### config.mk
export PLATFORM = sky130hd
export DESIGN_NAME = imem_load_ctrl
export DESIGN_NICKNAME = d
export VERILOG_FILES = /design/src/rtl/imem_load_ctrl.sv
export SDC_FILE = /design/constraint.sdc
export NUM_CORES = 1
export LEC_CHECK = 0
export ABC_AREA = 1
export BUFFER_PORTS_ARGS = -buffer_cell sky130_fd_sc_hd__clkbuf_2
export CORE_ASPECT_RATIO = 2
export CORE_MARGIN = 3
export CORE_UTILIZATION = 34
export DETAILED_ROUTE_END_ITERATION = 8
export GPL_TIMING_DRIVEN = 1
export PLACE_DENSITY = 0.6
export REMOVE_ABC_BUFFERS = 1
export SYNTH_ARGS = -nofsm -noshare
export SYNTH_HDL_FRONTEND = slang
export SYNTH_SLANG_ARGS = --single-unit
export TNS_END_PERCENT = 50
### constraint.sdc
create_clock -name clk -period 4.5 [get_ports clk]
set_input_delay 0.9 -clock clk [delete_from_list [all_inputs] [get_ports clk]]
set_output_delay 0.9 -clock clk [all_outputs]
set_load 0.02 [all_outputs]
### src/rtl/imem_load_ctrl.sv
// Instruction-memory port owner: passes IF-stage fetches through when idle and
// packs loader bytes into little-endian words written from address 0 during a program load.
module imem_load_ctrl #(
    parameter int ADDR_WIDTH = 12,
    parameter bit RESET_HOLD = 1'b1
) (
    input  logic                  clk,
    input  logic                  rst,
    input  logic                  load_start,
    input  logic [ADDR_WIDTH-2:0] load_words,
    input  logic                  load_abort,
    input  logic                  byte_valid,
    input  logic [7:0]            byte_data,
    output logic                  byte_ready,
    input  logic [31:0]           fetch_addr,
    output logic [31:0]           fetch_data,
    output logic                  fetch_valid,
    output logic [31:0]           mem_addr,
    output logic [31:0]           mem_wdata,
    output logic                  mem_we,
    input  logic [31:0]           mem_rdata,
    output logic                  cpu_hold,
    output logic                  load_busy,
    output logic                  load_done,
    output logic                  load_err
);

    localparam int WPW = ADDR_WIDTH - 1;
    // Word capacity of the memory, 2^(ADDR_WIDTH-2), expressed in load_words width.
    localparam logic [WPW-1:0] CAPACITY = {1'b1, {(ADDR_WIDTH-2){1'b0}}};

    typedef enum logic [1:0] {
        IDLE  = 2'd0,
        LOAD  = 2'd1,
        WRITE = 2'd2,
        FLUSH = 2'd3
    } state_e;

    state_e         state_q,      state_d;
    logic [WPW-1:0] word_ptr_q,   word_ptr_d;
    logic [WPW-1:0] word_count_q, word_count_d;
    logic [1:0]     byte_cnt_q,   byte_cnt_d;
    logic [31:0]    asm_q,        asm_d;
    logic           err_q,        err_d;
    logic           hold_q,       hold_d;

    logic           start_bad_s;
    logic           last_word_s;

    assign start_bad_s = (load_words == {WPW{1'b0}}) || (load_words > CAPACITY);
    assign last_word_s = (word_ptr_q == (word_count_q - {{(WPW-1){1'b0}}, 1'b1}));

    // Next-state, counter and assembly-register update.
    always_comb begin
        state_d      = state_q;
        word_ptr_d   = word_ptr_q;
        word_count_d = word_count_q;
        byte_cnt_d   = byte_cnt_q;
        asm_d        = asm_q;
        err_d        = 1'b0;
        hold_d       = 1'b0;

        case (state_q)
            IDLE: begin
                if (load_start) begin
                    if (start_bad_s) begin
                        err_d = 1'b1;
                    end else begin
                        word_count_d = load_words;
                        word_ptr_d   = {WPW{1'b0}};
                        byte_cnt_d   = 2'd0;
                        asm_d        = 32'h0000_0000;
                        state_d      = LOAD;
                    end
                end else begin
                    state_d = IDLE;
                end
            end
            LOAD: begin
                // Abort beats a same-cycle byte; the partial word is thrown away.
                if (load_abort) begin
                    err_d      = 1'b1;
                    byte_cnt_d = 2'd0;
                    asm_d      = 32'h0000_0000;
                    state_d    = IDLE;
                end else if (byte_valid) begin
                    asm_d[{byte_cnt_q, 3'b000} +: 8] = byte_data;
                    byte_cnt_d = byte_cnt_q + 2'd1;
                    if (byte_cnt_q == 2'd3) begin
                        state_d = WRITE;
                    end else begin
                        state_d = LOAD;
                    end
                end else begin
                    state_d = LOAD;
                end
            end
            WRITE: begin
                if (load_abort) begin
                    err_d      = 1'b1;
                    byte_cnt_d = 2'd0;
                    asm_d      = 32'h0000_0000;
                    state_d    = IDLE;
                end else if (last_word_s) begin
                    state_d = FLUSH;
                end else begin
                    word_ptr_d = word_ptr_q + {{(WPW-1){1'b0}}, 1'b1};
                    state_d    = LOAD;
                end
            end
            FLUSH: begin
                state_d = IDLE;
            end
            default: begin
                state_d = IDLE;
            end
        endcase
    end

    // State register with synchronous reset; hold_q marks the first post-reset cycle.
    always_ff @(posedge clk) begin
        if (rst) begin
            state_q      <= IDLE;
            word_ptr_q   <= {WPW{1'b0}};
            word_count_q <= {WPW{1'b0}};
            byte_cnt_q   <= 2'd0;
            asm_q        <= 32'h0000_0000;
            err_q        <= 1'b0;
            hold_q       <= RESET_HOLD;
        end else begin
            state_q      <= state_d;
            word_ptr_q   <= word_ptr_d;
            word_count_q <= word_count_d;
            byte_cnt_q   <= byte_cnt_d;
            asm_q        <= asm_d;
            err_q        <= err_d;
            hold_q       <= hold_d;
        end
    end

    // Port muxing: fetch passthrough in IDLE, loader view of the memory otherwise.
    always_comb begin
        fetch_valid = 1'b0;
        fetch_data  = 32'h0000_0000;
        mem_addr    = {{(31-ADDR_WIDTH){1'b0}}, word_ptr_q, 2'b00};
        mem_we      = 1'b0;
        byte_ready  = 1'b0;
        load_done   = 1'b0;

        case (state_q)
            IDLE: begin
                fetch_valid = 1'b1;
                fetch_data  = mem_rdata;
                mem_addr    = fetch_addr;
            end
            LOAD: begin
                byte_ready = 1'b1;
            end
            WRITE: begin
                mem_we = ~load_abort & ~rst;
            end
            FLUSH: begin
                load_done = 1'b1;
            end
            default: begin
                fetch_valid = 1'b0;
            end
        endcase

        if (mem_we) begin
            mem_wdata = asm_q;
        end else begin
            mem_wdata = 32'h0000_0000;
        end
    end

    assign load_busy = (state_q != IDLE);
    assign cpu_hold  = load_busy | hold_q;
    assign load_err  = err_q;

endmodule

==> key figures <==
Synthesis
  • Main flop type after synthesis: dfxtp_1
  • Synthesized area per cell: 6.21 sq um
  • #FFs+latches synth: 60
  • Post-synth top cells: inv_1, nand2_1, nor2_1
  • Mapped Cells: 682
  • Yosys top cell by area: dfxtp_1
  • EDFF count, synth: 0
  • Synthesis Warnings: 0
  • Most frequent cell after synthesis: inv_1
  • Synth top area share: 0.284
  • Top post-synthesis cells by area: dfxtp_1, inv_1, nand2_1, nor2_1, o21ai_0
  • Async SR Flop Fraction: 0
  • Seq/Total Area, Yosys: 0.284
  • Synthesized area: 4240 sq um
  • Netlist cell types: 35

Critical path
  • Critical Path Max Stage Delay: 0.38 ns
  • Worst R2R Start: byte_cnt_q[0]
  • Critical path endpoint category: output pin
  • Worst path top cell family by delay: buffers and inverters
  • CP Launch Point: state_q[0]
  • Buf/Inv on CP: 6
  • Critical path depth: 10
  • Worst setup SP type: flip-flop
  • Crit path cell chain: inv_1, ha_1, inv_2, nor2_4, inv_1, nor2_1, inv_1, buf_4, nor2_1, clkbuf_2
  • Worst R2R End: asm_q[28]
  • Crit path top cell by count: inv_1
  • Crit path arrival time: 2.31 ns
  • Kind of critical path: flip-flop to output pin
  • Critical-path maximum fanout: 32
  • Internal reg-to-reg setup slack: 1.84 ns
  • Slowest cell on crit path: ha_1
  • R2R cell count: 7
  • CP required: 3.60 ns

Floorplanning
  • Die ar.: 13,900 sq um
  • Die Wd: 84.9 microns
  • Die Span Y: 164 microns
  • IO Pins: 191
  • Core area: 12,200 sq um
  • Row Count: 57
  • Starting density of the core: 0.347

Power and ir drop
  • Power Total: 1.70 mW
  • Total net switching power: 0.562 mW
  • Combinational power share: 0.260
  • Internal power: 1.13 mW
  • Clock share of power: 0.399
  • Worst vdd ir: 0.000190 V
  • Leak: 2.89 nW
  • PD cells: 306 nW/um^2
  • Sequential Power Share: 0.342
  • Sw Ratio: 0.331

Drt
  • Iteration-0 DRC count of the detailed router: 212
  • DR WL/cell: 13.7 microns
  • Post-DR vias/cell: 4.71
  • Total number of vias: 4,761
  • Residual DRC: 0
  • Final WL: 13.8 mm
  • Pre-Repair DR Iteration Count: 4
  • Final ANT Viol Nets: 0

Global route
  • First-pass GRT wire length: 21.2 mm
  • Antenna violations before repair: 0
  • Total congestion overflow: 0
  • Vias in the first global route: 4,418
  • Largest net degree at the start of global routing: 39
  • GRT Util Overall: 0.196

Timing
  • RSZ-0062 raised after global routing: false
  • Worst-margin pin slew: 0.883 ns
  • Peak Freq: 311 MHz
  • Fin crit period: 3.21 ns
  • Final worst setup slack: 1.29 ns
  • Clock skew: 0.00525 ns
  • Max_slew headroom: 0.411
  • Setup TNS: 0 ns
  • Max-slew violations: 0
  • Crit share post-route: 0.714
  • Hold Violations, Final: 0
  • Fin Hold WS: 0.455 ns
  • Final setup fails: 0

Finish
  • # fillers: 1,385
  • Antenna cell count: 0
  • Share of layout cells above drive strength 1: 0.305
  • Design Area, Final: 5540 sq um
  • Area grow syn2layout: 30.7%
  • Cell Count, Final, Fillers Out: 1,010
  • Nets: 958
  • Multi-input gate area in the final layout: 2320 sq um
  • Util after Layout: 0.454
  • Register area: 1200 sq um

Clock tree
  • Resized cells post-CTS: 0
  • CTS Hold Bufs: 0
  • H-Tree Depth: 3
  • Skew-Pair Late Insertion Delay: 0.33 ns
  • Clock sink total: 60
  • Clock Tree Root: clkbuf_16
  • Total CTS buffers: 9
  • Maximum clock path buffer count: 2
  • Postcts setup bufs: 0
  • CTS tree: built
  • CTS clock-pin slew for the worst setup and hold paths: 0.05 ns

Placement
  • Gpl congestion: 0.901
  • Placement Setup Slack: 1.59 ns
  • Detailed placement HPWL: 11.4 mm
  • Port bufs: 190
  • Placed instance area: 5250 sq um
  • Placed cells: 994

Hold path
  • Min-delay src: asm_q[21]
  • Min-Delay Path Depth: 2
  • WHS Endpoint: asm_q[21]
  • HP Class: flip-flop to flip-flop

Status
  • Status: completed

Job
  • Max-cap violations: 0
==> sequential cells by signal (all words and copies together), names as in the netlist <==
signal,cells
hold_q,1
asm_q,32
word_count_q,11
byte_cnt_q,2
word_ptr_q,11
state_q,2
load_err,1
==> layout make-up <==
class,instances,area share
multi-input cells,443,0.420
flip-flops and latches,60,0.217
repair buffers,194,0.177
inverters,150,0.102
clock buffers,12,0.0427
well taps,147,0.0332
clock inverters,4,0.00881
==> power by group through the flow <==
stage | clock network [mW] | logic (mW) | registers [mW]
after global placement | 0 | 0.443 | 0.591
after floorplan | 0 | 0.289 | 0.588
after detailed placement | 0 | 0.445 | 0.591
final | 0.677 | 0.440 | 0.580
after global routing | 0.712 | 0.492 | 0.583
after CTS | 0.690 | 0.446 | 0.579
==> how the worst max path moves through the flow <==
| stage | endpoint |
|---|---|
| 2_1_floorplan | cpu_hold |
| 6_report | mem_wdata[3] |
| 3_5_place_dp | mem_wdata[3] |
| 5_1_grt | mem_wdata[18] |
| 3_3_place_gp | mem_wdata[30] |
| 4_1_cts | mem_wdata[3] |
==> routing by layer <==
metal / track usage / wire, microns / vias up
met5: 0 / 0 / -
met4: 0.0886 / 399 / 0
met3: 0.0542 / 1110 / 19
met2: 0.405 / 7830 / 186
met1: 0.164 / 4470 / 2078
li1: - / - / 2478
==> placed cells by master, fill, tap and decap left out, drive strengths merged <==
master / Yosys / routed
dfxtp: 60 / 60
clkbuf: 22 / 202
o311ai: 1 / 1
bufinv: 0 / 1
o21ai: 55 / 55
buf: 7 / 4
xnor2: 2 / 2
o22ai: 7 / 7
nand3b: 1 / 1
ha: 12 / 12
nand3: 30 / 30
inv: 149 / 150
a211oi: 2 / 2
a21oi: 51 / 51
clkinv: 1 / 3
nor4: 9 / 9
nand2: 145 / 145
or2: 1 / 1
nor3: 16 / 16
nor2: 83 / 83
xor2: 9 / 9
nand4: 19 / 19
==> worst min-delay path, cell delays in order, from the launching register on <==
cell and delay [ns]:
dfxtp_1 0.29, inv_1 0.06, a21oi_1 0.05
==> cells by family after synthesis <==
| group | after synthesis | share of synthesized area |
|---|---|---|
| simple gates | 304 | 0.335 |
| buf+inv | 179 | 0.168 |
| compound gates | 116 | 0.155 |
| flops | 60 | 0.284 |
| fa+ha+maj | 12 | 0.0354 |
| xor+xnor | 11 | 0.0227 |
Power figures use the tool's default switching activity.
